`src/rtl/lreport.sv`:
```
// Beacon report generator: buffers pass-through packets and inserts an 8-word LCM report between packets.
// Latency: 2 cycles from a word entering an empty FIFO (while IDLE) to it appearing on out_lr_data.
// Backpressure: none upstream; a packet is refused whole when fewer than MAX_PKT_WORDS entries are free.
//
// Ports: clk/rst (sync, active-high); in_lr_data* upstream 134-bit stream; in_local_mac_id,
// in_lcm_mac_id, in_report_period, beacon_update_master and the live config registers feed the
// report; out_lr_data* downstream stream; report_seq and drop_pkt_cnt are status counters.
// Optional macro LREPORT_CNT_EN: report word 5 carries drop and accepted-packet counters.

module lreport_fifo #(
  parameter int W     = 135,
  parameter int DEPTH = 32
) (
  input  logic                   clk,
  input  logic                   rst,
  input  logic                   push_vld,
  input  logic [W-1:0]           push_dat,
  input  logic                   pop_rdy,
  output logic [W-1:0]           pop_dat,
  output logic [$clog2(DEPTH):0] count
);
  localparam int AW = $clog2(DEPTH);
  localparam logic [AW:0] FULL = (AW+1)'(DEPTH);

  logic [W-1:0]  mem [DEPTH];
  logic [AW-1:0] wptr;
  logic [AW-1:0] rptr;
  logic          do_push;
  logic          do_pop;

  assign do_pop  = pop_rdy && (count != '0);
  assign do_push = push_vld && (count != FULL);
  assign pop_dat = mem[rptr];

  always_ff @(posedge clk) begin
    if (do_push) mem[wptr] <= push_dat;
  end

  always_ff @(posedge clk) begin
    if (rst) begin
      wptr  <= '0;
      rptr  <= '0;
      count <= '0;
    end else begin
      if (do_push) wptr <= wptr + 1'b1;
      if (do_pop)  rptr <= rptr + 1'b1;
      case ({do_push, do_pop})
        2'b10:   count <= count + 1'b1;
        2'b01:   count <= count - 1'b1;
        default: ;
      endcase
    end
  end
endmodule

module lreport #(
  parameter logic [7:0] LMID          = 8'd13,
  parameter int         FIFO_DEPTH    = 32,
  parameter int         MAX_PKT_WORDS = 24
) (
  input  logic         clk,
  input  logic         rst,
  input  logic [133:0] in_lr_data,
  input  logic         in_lr_data_wr,
  input  logic         in_lr_data_valid,
  input  logic         in_lr_data_valid_wr,
  input  logic [47:0]  in_local_mac_id,
  input  logic [47:0]  in_lcm_mac_id,
  input  logic [31:0]  in_report_period,
  input  logic         beacon_update_master,
  input  logic [31:0]  time_slot_period,
  input  logic         direction,
  input  logic [31:0]  token_bucket_para,
  input  logic [47:0]  direct_mac_addr,
  output logic [133:0] out_lr_data,
  output logic         out_lr_data_wr,
  output logic         out_lr_data_valid,
  output logic         out_lr_data_valid_wr,
  output logic [15:0]  report_seq,
  output logic [31:0]  drop_pkt_cnt
);
  localparam int CW = $clog2(FIFO_DEPTH) + 1;
  localparam logic [CW-1:0] DEPTH_W = CW'(FIFO_DEPTH);
  localparam logic [CW-1:0] NEED_W  = CW'(MAX_PKT_WORDS);

  typedef enum logic [1:0] {IDLE, PASS, RPT} state_t;
  state_t state;

  logic [CW-1:0] fifo_cnt;
  logic [134:0]  pop_dat;
  logic          is_head;
  logic          admit;
  logic          push_vld;
  logic          in_pkt;
  logic [31:0]   per_cnt;
  logic          bum_q;
  logic          pending;
  logic          period_hit;
  logic          trig;
  logic          rpt_start;
  logic [2:0]    rpt_idx;
  logic [133:0]  rpt_word;
  logic [47:0]   snap_dmac;
  logic          snap_dir;
  logic [31:0]   snap_tbp;
  logic [31:0]   snap_tsp;

  // Admission is decided once per packet on its head word; body words follow that decision.
  assign is_head  = in_lr_data_wr && (in_lr_data[133:132] == 2'b01);
  assign admit    = (DEPTH_W - fifo_cnt) >= NEED_W;
  assign push_vld = in_lr_data_wr && (is_head ? admit : in_pkt);

  lreport_fifo #(.W(135), .DEPTH(FIFO_DEPTH)) u_fifo (
    .clk      (clk),
    .rst      (rst),
    .push_vld (push_vld),
    .push_dat ({in_lr_data_valid & in_lr_data_valid_wr, in_lr_data}),
    .pop_rdy  (state == PASS),
    .pop_dat  (pop_dat),
    .count    (fifo_cnt)
  );

`ifdef LREPORT_CNT_EN
  logic [31:0] acc_pkt_cnt;
  always_ff @(posedge clk) begin
    if (rst) acc_pkt_cnt <= '0;
    else if (is_head && admit) acc_pkt_cnt <= acc_pkt_cnt + 32'd1;
  end
`endif

  always_ff @(posedge clk) begin
    if (rst) begin
      in_pkt       <= 1'b0;
      drop_pkt_cnt <= '0;
    end else if (is_head) begin
      in_pkt <= admit;
      if (!admit && drop_pkt_cnt != 32'hFFFF_FFFF) drop_pkt_cnt <= drop_pkt_cnt + 32'd1;
    end else if (in_lr_data_wr && in_lr_data[133:132] == 2'b10) begin
      in_pkt <= 1'b0;
    end
  end

  // A counter left above a newly lowered period free-runs through 32'hFFFFFFFF back to 0.
  assign period_hit = (in_report_period != '0) && (per_cnt == in_report_period - 32'd1);
  assign trig       = period_hit || (beacon_update_master != bum_q);
  assign rpt_start  = (state == IDLE) && pending;

  always_ff @(posedge clk) begin
    if (rst) begin
      per_cnt <= '0;
      bum_q   <= beacon_update_master;
      pending <= 1'b0;
    end else begin
      bum_q <= beacon_update_master;
      if (in_report_period != '0) per_cnt <= period_hit ? 32'd0 : per_cnt + 32'd1;
      // A trigger in the entry cycle re-arms pending rather than being absorbed.
      pending <= trig || (pending && !rpt_start);
    end
  end

  always_comb begin
    rpt_word = {2'b11, 132'd0};
    case (rpt_idx)
      3'd0: rpt_word = {2'b01, 4'h0, 1'b1, 7'd0, LMID, 112'd0};
      3'd2: rpt_word = {2'b11, 4'h0, in_lcm_mac_id, in_local_mac_id, 16'hFF01, 4'h0, 4'hE, 8'h00};
      3'd3: rpt_word = {2'b11, 4'h0, snap_dmac, snap_dir, 15'd0, snap_tbp, snap_tsp};
      3'd4: rpt_word = {2'b11, 116'd0, report_seq + 16'd1};
`ifdef LREPORT_CNT_EN
      3'd5: rpt_word = {2'b11, 68'd0, drop_pkt_cnt, acc_pkt_cnt};
`endif
      3'd7: rpt_word = {2'b10, 132'd0};
      default: ;
    endcase
  end

  always_ff @(posedge clk) begin
    if (rst) begin
      state                <= IDLE;
      rpt_idx              <= '0;
      report_seq           <= '0;
      out_lr_data          <= '0;
      out_lr_data_wr       <= 1'b0;
      out_lr_data_valid    <= 1'b0;
      out_lr_data_valid_wr <= 1'b0;
      snap_dmac            <= '0;
      snap_dir             <= 1'b0;
      snap_tbp             <= '0;
      snap_tsp             <= '0;
    end else begin
      out_lr_data_wr       <= 1'b0;
      out_lr_data_valid    <= 1'b0;
      out_lr_data_valid_wr <= 1'b0;
      case (state)
        IDLE: begin
          if (pending) begin
            state     <= RPT;
            rpt_idx   <= '0;
            snap_dmac <= direct_mac_addr;
            snap_dir  <= direction;
            snap_tbp  <= token_bucket_para;
            snap_tsp  <= time_slot_period;
          end else if (fifo_cnt != '0) begin
            state <= PASS;
          end
        end
        PASS: begin
          // Empty FIFO mid-packet simply stalls with wr low.
          if (fifo_cnt != '0) begin
            out_lr_data    <= pop_dat[133:0];
            out_lr_data_wr <= 1'b1;
            if (pop_dat[133:132] == 2'b10) begin
              out_lr_data_valid    <= pop_dat[134];
              out_lr_data_valid_wr <= 1'b1;
              state                <= IDLE;
            end
          end
        end
        RPT: begin
          out_lr_data    <= rpt_word;
          out_lr_data_wr <= 1'b1;
          rpt_idx        <= rpt_idx + 3'd1;
          if (rpt_idx == 3'd7) begin
            out_lr_data_valid    <= 1'b1;
            out_lr_data_valid_wr <= 1'b1;
            report_seq           <= report_seq + 16'd1;
            state                <= IDLE;
          end
        end
        default: state <= IDLE;
      endcase
    end
  end
endmodule

```
`config.mk`:
```
export PLATFORM = sky130hd
export DESIGN_NAME = lreport
export DESIGN_NICKNAME = d
export VERILOG_FILES = /design/src/rtl/lreport.sv
export SDC_FILE = /design/constraint.sdc
export NUM_CORES = 2
export LEC_CHECK = 0
export CORE_UTILIZATION = 47
export CTS_BUF_LIST = sky130_fd_sc_hd__clkbuf_16
export DETAILED_ROUTE_END_ITERATION = 16
export GPL_TIMING_DRIVEN = 0
export SLEW_MARGIN = 20
export SYNTH_ARGS = -nofsm -noshare
export SYNTH_HDL_FRONTEND = slang
export SYNTH_MEMORY_MAX_BITS = 65536
export SYNTH_SLANG_ARGS = --single-unit
export TNS_END_PERCENT = 50
```
`constraint.sdc`:
```
create_clock -name clk -period 9.9 [get_ports clk]
set_input_delay 1.98 -clock clk [delete_from_list [all_inputs] [get_ports clk]]
set_output_delay 1.98 -clock clk [all_outputs]
set_load 0.01 [all_outputs]
```
==> reports/qor.csv <==
metric,value,unit
Port Buffer Count,563,
final core utilization,0.567,
die footprint,0.385,mm2
std cell rows,226,
global placer's final weighted congestion,0.891,
"top cells by count, synth","sky130_fd_sc_hd__edfxtp_1, sky130_fd_sc_hd__mux4_2, sky130_fd_sc_hd__dfxtp_1, sky130_fd_sc_hd__nand2_1, sky130_fd_sc_hd__clkbuf_1",
cell types occupying the most area after synthesis,"sky130_fd_sc_hd__edfxtp_1, sky130_fd_sc_hd__mux4_2, sky130_fd_sc_hd__dfxtp_1",
worst path cell trace,clkbuf_1 -> clkbuf_2 -> buf_1 -> clkbuf_1 -> mux4_2 -> mux4_2 -> mux2i_1 -> nor2_1 -> a211oi_1 -> nor2_1,
flop2flop setup slack,3.63,ns
number of maximum-capacitance violations,0,
Cells after Synth,8293,
slowest stage cell on the critical path,sky130_fd_sc_hd__clkbuf_1,
Startpoint Class,register,
power share of the clock group,0.397,
Post-Route WL,576,mm
number of failing hold endpoints at the final stage,0,
min setup slack post-route,3.63,ns
clock tree from TritonCTS,yes,
share of power burned in combinational logic,0.095,
routed vias/inst,6.33,
CP required,10.76,ns
clock transition at the registers of the reported paths,0.07,ns
GRT overflow,0,
"Data arrival, critical path",7.13,ns
share of final-layout standard cells stronger than drive strength 1,0.267,
dominant register cell in the synthesized netlist,sky130_fd_sc_hd__edfxtp_1,
dominant delay contributor by cell family on the critical path,buffers and inverters,
first-pass GRT wire length,779,mm
post-synthesis sequential area ratio,0.762,
clk_lat worst skew,1.04,ns
Antenna Violating Nets Remaining,0,
number of gates resized after CTS,0,
total internal power,33.2,mW
flip-flop and latch count after synthesis,4679,
leakage power figure,65.9,nW
Synth Area per Inst,21.7,um2
fraction of post-synthesis cell area in the top cell type by area,0.722,
Die Span X,620,um
number of hold-repair buffers added at the cts stage,0,
effective utilization at floorplan,0.473,
residual DRC count,0,
antenna violations before repair,91,
number of placed I/O pins,566,
power per standard cell area,202,mW/mm2
Floorplan Core Area,0.380,mm2
summed instance area of the synthesized netlist,0.180,mm2
Iter 0 DRT Violations,12300,
number of enable-type register cells in the synthesized netlist,4320,
Worst IR Drop VDD,185,uV
die span in y,620,um
total power of the final layout,43.5,mW
all-layer global routing usage,0.298,
post-placement worst setup slack,3.57,ns
Final TNS setup,0,ns
maximum clock frequency,0.160,GHz
setup repair after global routing missed its margin,false,
total number of clock tree sinks,4679,
H-tree depth,5,
worst hold slack across all endpoints,0.455,ns
first-pass iteration count of the detailed router,6,
pin slew with the least headroom to its limit,1.25,ns
cell type with the largest total area after synthesis,sky130_fd_sc_hd__edfxtp_1,
routed vias,95900,
post-route design area,0.215,mm2
total buffers and inverters traversed by the critical path,4,
number of pins exceeding their max-slew limit in the final report,0,
synth unique cells,74,
Slew HR,0.168,
most used standard cell by instance count after synthesis,sky130_fd_sc_hd__edfxtp_1,
Num CTS Buffers,471,
Post-Place Cells,14200,
number of standard cells in the final layout excluding fillers,15200,
pin count of the biggest net entering global routing,37,
share of flip-flops with an asynchronous set or reset,0,
synthesis-to-finish area growth,19.8,%
switching pwr,10.3,mW
path class of the lowest-slack min-delay path,reg -> reg,
DP HPWL,407,mm
crit-path max FO,10,
sequential fraction of design power,0.508,
Setup crit end kind,register,
minimum period implied by the final worst setup slack,6.27,ns
Max Buffers Root-to-Sink,4,
vias in the first global route,94400,
largest stage delay on the critical path,0.90,ns
critical path class,reg -> reg,
syn nets,8694,
placed cell areas,0.201,mm2
outcome,"finished, final reports clean",
"Setup violations, final",0,
wire per inst,38.0,um
number of buffers inserted by post-CTS setup repair,0,
number of filler cells placed in the layout,27800,
synthesis warning total,0,
final cycle utilization of the critical path,0.633,
cell at the root of the clock tree,sky130_fd_sc_hd__clkbuf_16,
setup skew after layout,0.0433,ns
fraction of power spent switching nets,0.237,
number of nets in the layout,10100,
[tightest hold or removal path, delay by kind of cell, from the launching register on]
kind | cells | cell delay (ns)
and+or+nand+nor | 1 | 0.05
AOI/OAI and AO/OA | 1 | 0.05
DFF | 1 | 0.31
[registers in the layout, indices dropped and copies added, names as in the netlist, 2 cells and up, named ones only]
register      cells
drop_pkt_cnt     32
out_lr_data     134
per_cnt          32
report_seq       16
rpt_idx           3
snap_dmac        48
snap_tbp         32
snap_tsp         32
state             2
u_fifo.count      6
u_fifo.mem     4320
u_fifo.rptr       5
u_fifo.wptr       5
[final timing paths]
kind,start,to,cells after the start
max,register,out_lr_data[8],10
min,snap_tsp[23],snap_tsp[23],2
max reg2reg,register,out_lr_data[8],10
min reg2reg,snap_tsp[23],snap_tsp[23],2
[cell families after synthesis]
logic type	after synthesis	share of synthesized area
xor gates and xnor gates	129	0.00628
adders and majority gates	20	0.00139
DFF	4679	0.762
and+or+nand+nor	910	0.0234
AOI/OAI and AO/OA	550	0.0194
muxes	1490	0.177
buffers and inverters	515	0.0110
[power by group through the flow]
stage	Combinational (mW)	Sequential (mW)	Clock [mW]
after detailed placement	4.09	22.5	0
after floorplan	1.88	22.5	0
after CTS	4.10	22.1	17.5
after global routing	4.28	22.1	18.2
after global placement	3.95	22.5	0
final	4.11	22.1	17.3
[per-layer routing]
| metal | global-route usage | share of wire | vias up | wire length [um] |
|---|---|---|---|---|
| li1 | - | - | 37800 | - |
| met1 | 0.388 | 0.37 | 51700 | 211000 |
| met2 | 0.480 | 0.49 | 5340 | 279000 |
| met3 | 0.0582 | 0.089 | 1071 | 51300 |
| met4 | 0.151 | 0.058 | 38 | 33600 |
| met5 | 0 | 0.00044 | - | 253 |
[area by class of cell]
| cell class | instances | area [um2] | area share |
|---|---|---|---|
| clock buffer | 481 | 12000 | 0.0559 |
| sequential | 4679 | 137000 | 0.635 |
| tap | 5016 | 6280 | 0.0291 |
| clock inverter | 388 | 2840 | 0.0132 |
| multi-input combinational | 3099 | 41200 | 0.191 |
| inverter | 35 | 131 | 0.000610 |
| buffer | 480 | 2060 | 0.00954 |
| antenna | 50 | 125 | 0.000581 |
| timing repair buffer | 936 | 13900 | 0.0645 |
[placed cells by master, fill, tap and decap left out, types with 82 or more instances in the layout]
cell type	synthesis	final
sky130_fd_sc_hd__a21oi_1	218	218
sky130_fd_sc_hd__a221oi_1	88	88
sky130_fd_sc_hd__buf_12	0	193
sky130_fd_sc_hd__buf_16	0	154
sky130_fd_sc_hd__buf_2	5	116
sky130_fd_sc_hd__clkbuf_1	333	252
sky130_fd_sc_hd__clkbuf_16	0	481
sky130_fd_sc_hd__clkbuf_2	1	98
sky130_fd_sc_hd__clkdlybuf4s50_1	0	529
sky130_fd_sc_hd__clkinv_1	2	115
sky130_fd_sc_hd__clkinv_2	0	82
sky130_fd_sc_hd__dfxtp_1	359	359
sky130_fd_sc_hd__edfxtp_1	4320	4320
sky130_fd_sc_hd__inv_1	33	145
sky130_fd_sc_hd__mux2i_1	95	92
sky130_fd_sc_hd__mux4_2	1346	1346
sky130_fd_sc_hd__nand2_1	337	337
sky130_fd_sc_hd__nor2_1	266	234
sky130_fd_sc_hd__nor3_1	92	90
sky130_fd_sc_hd__o21ai_0	112	111
Note: power is estimated with default switching activity, not from simulation.
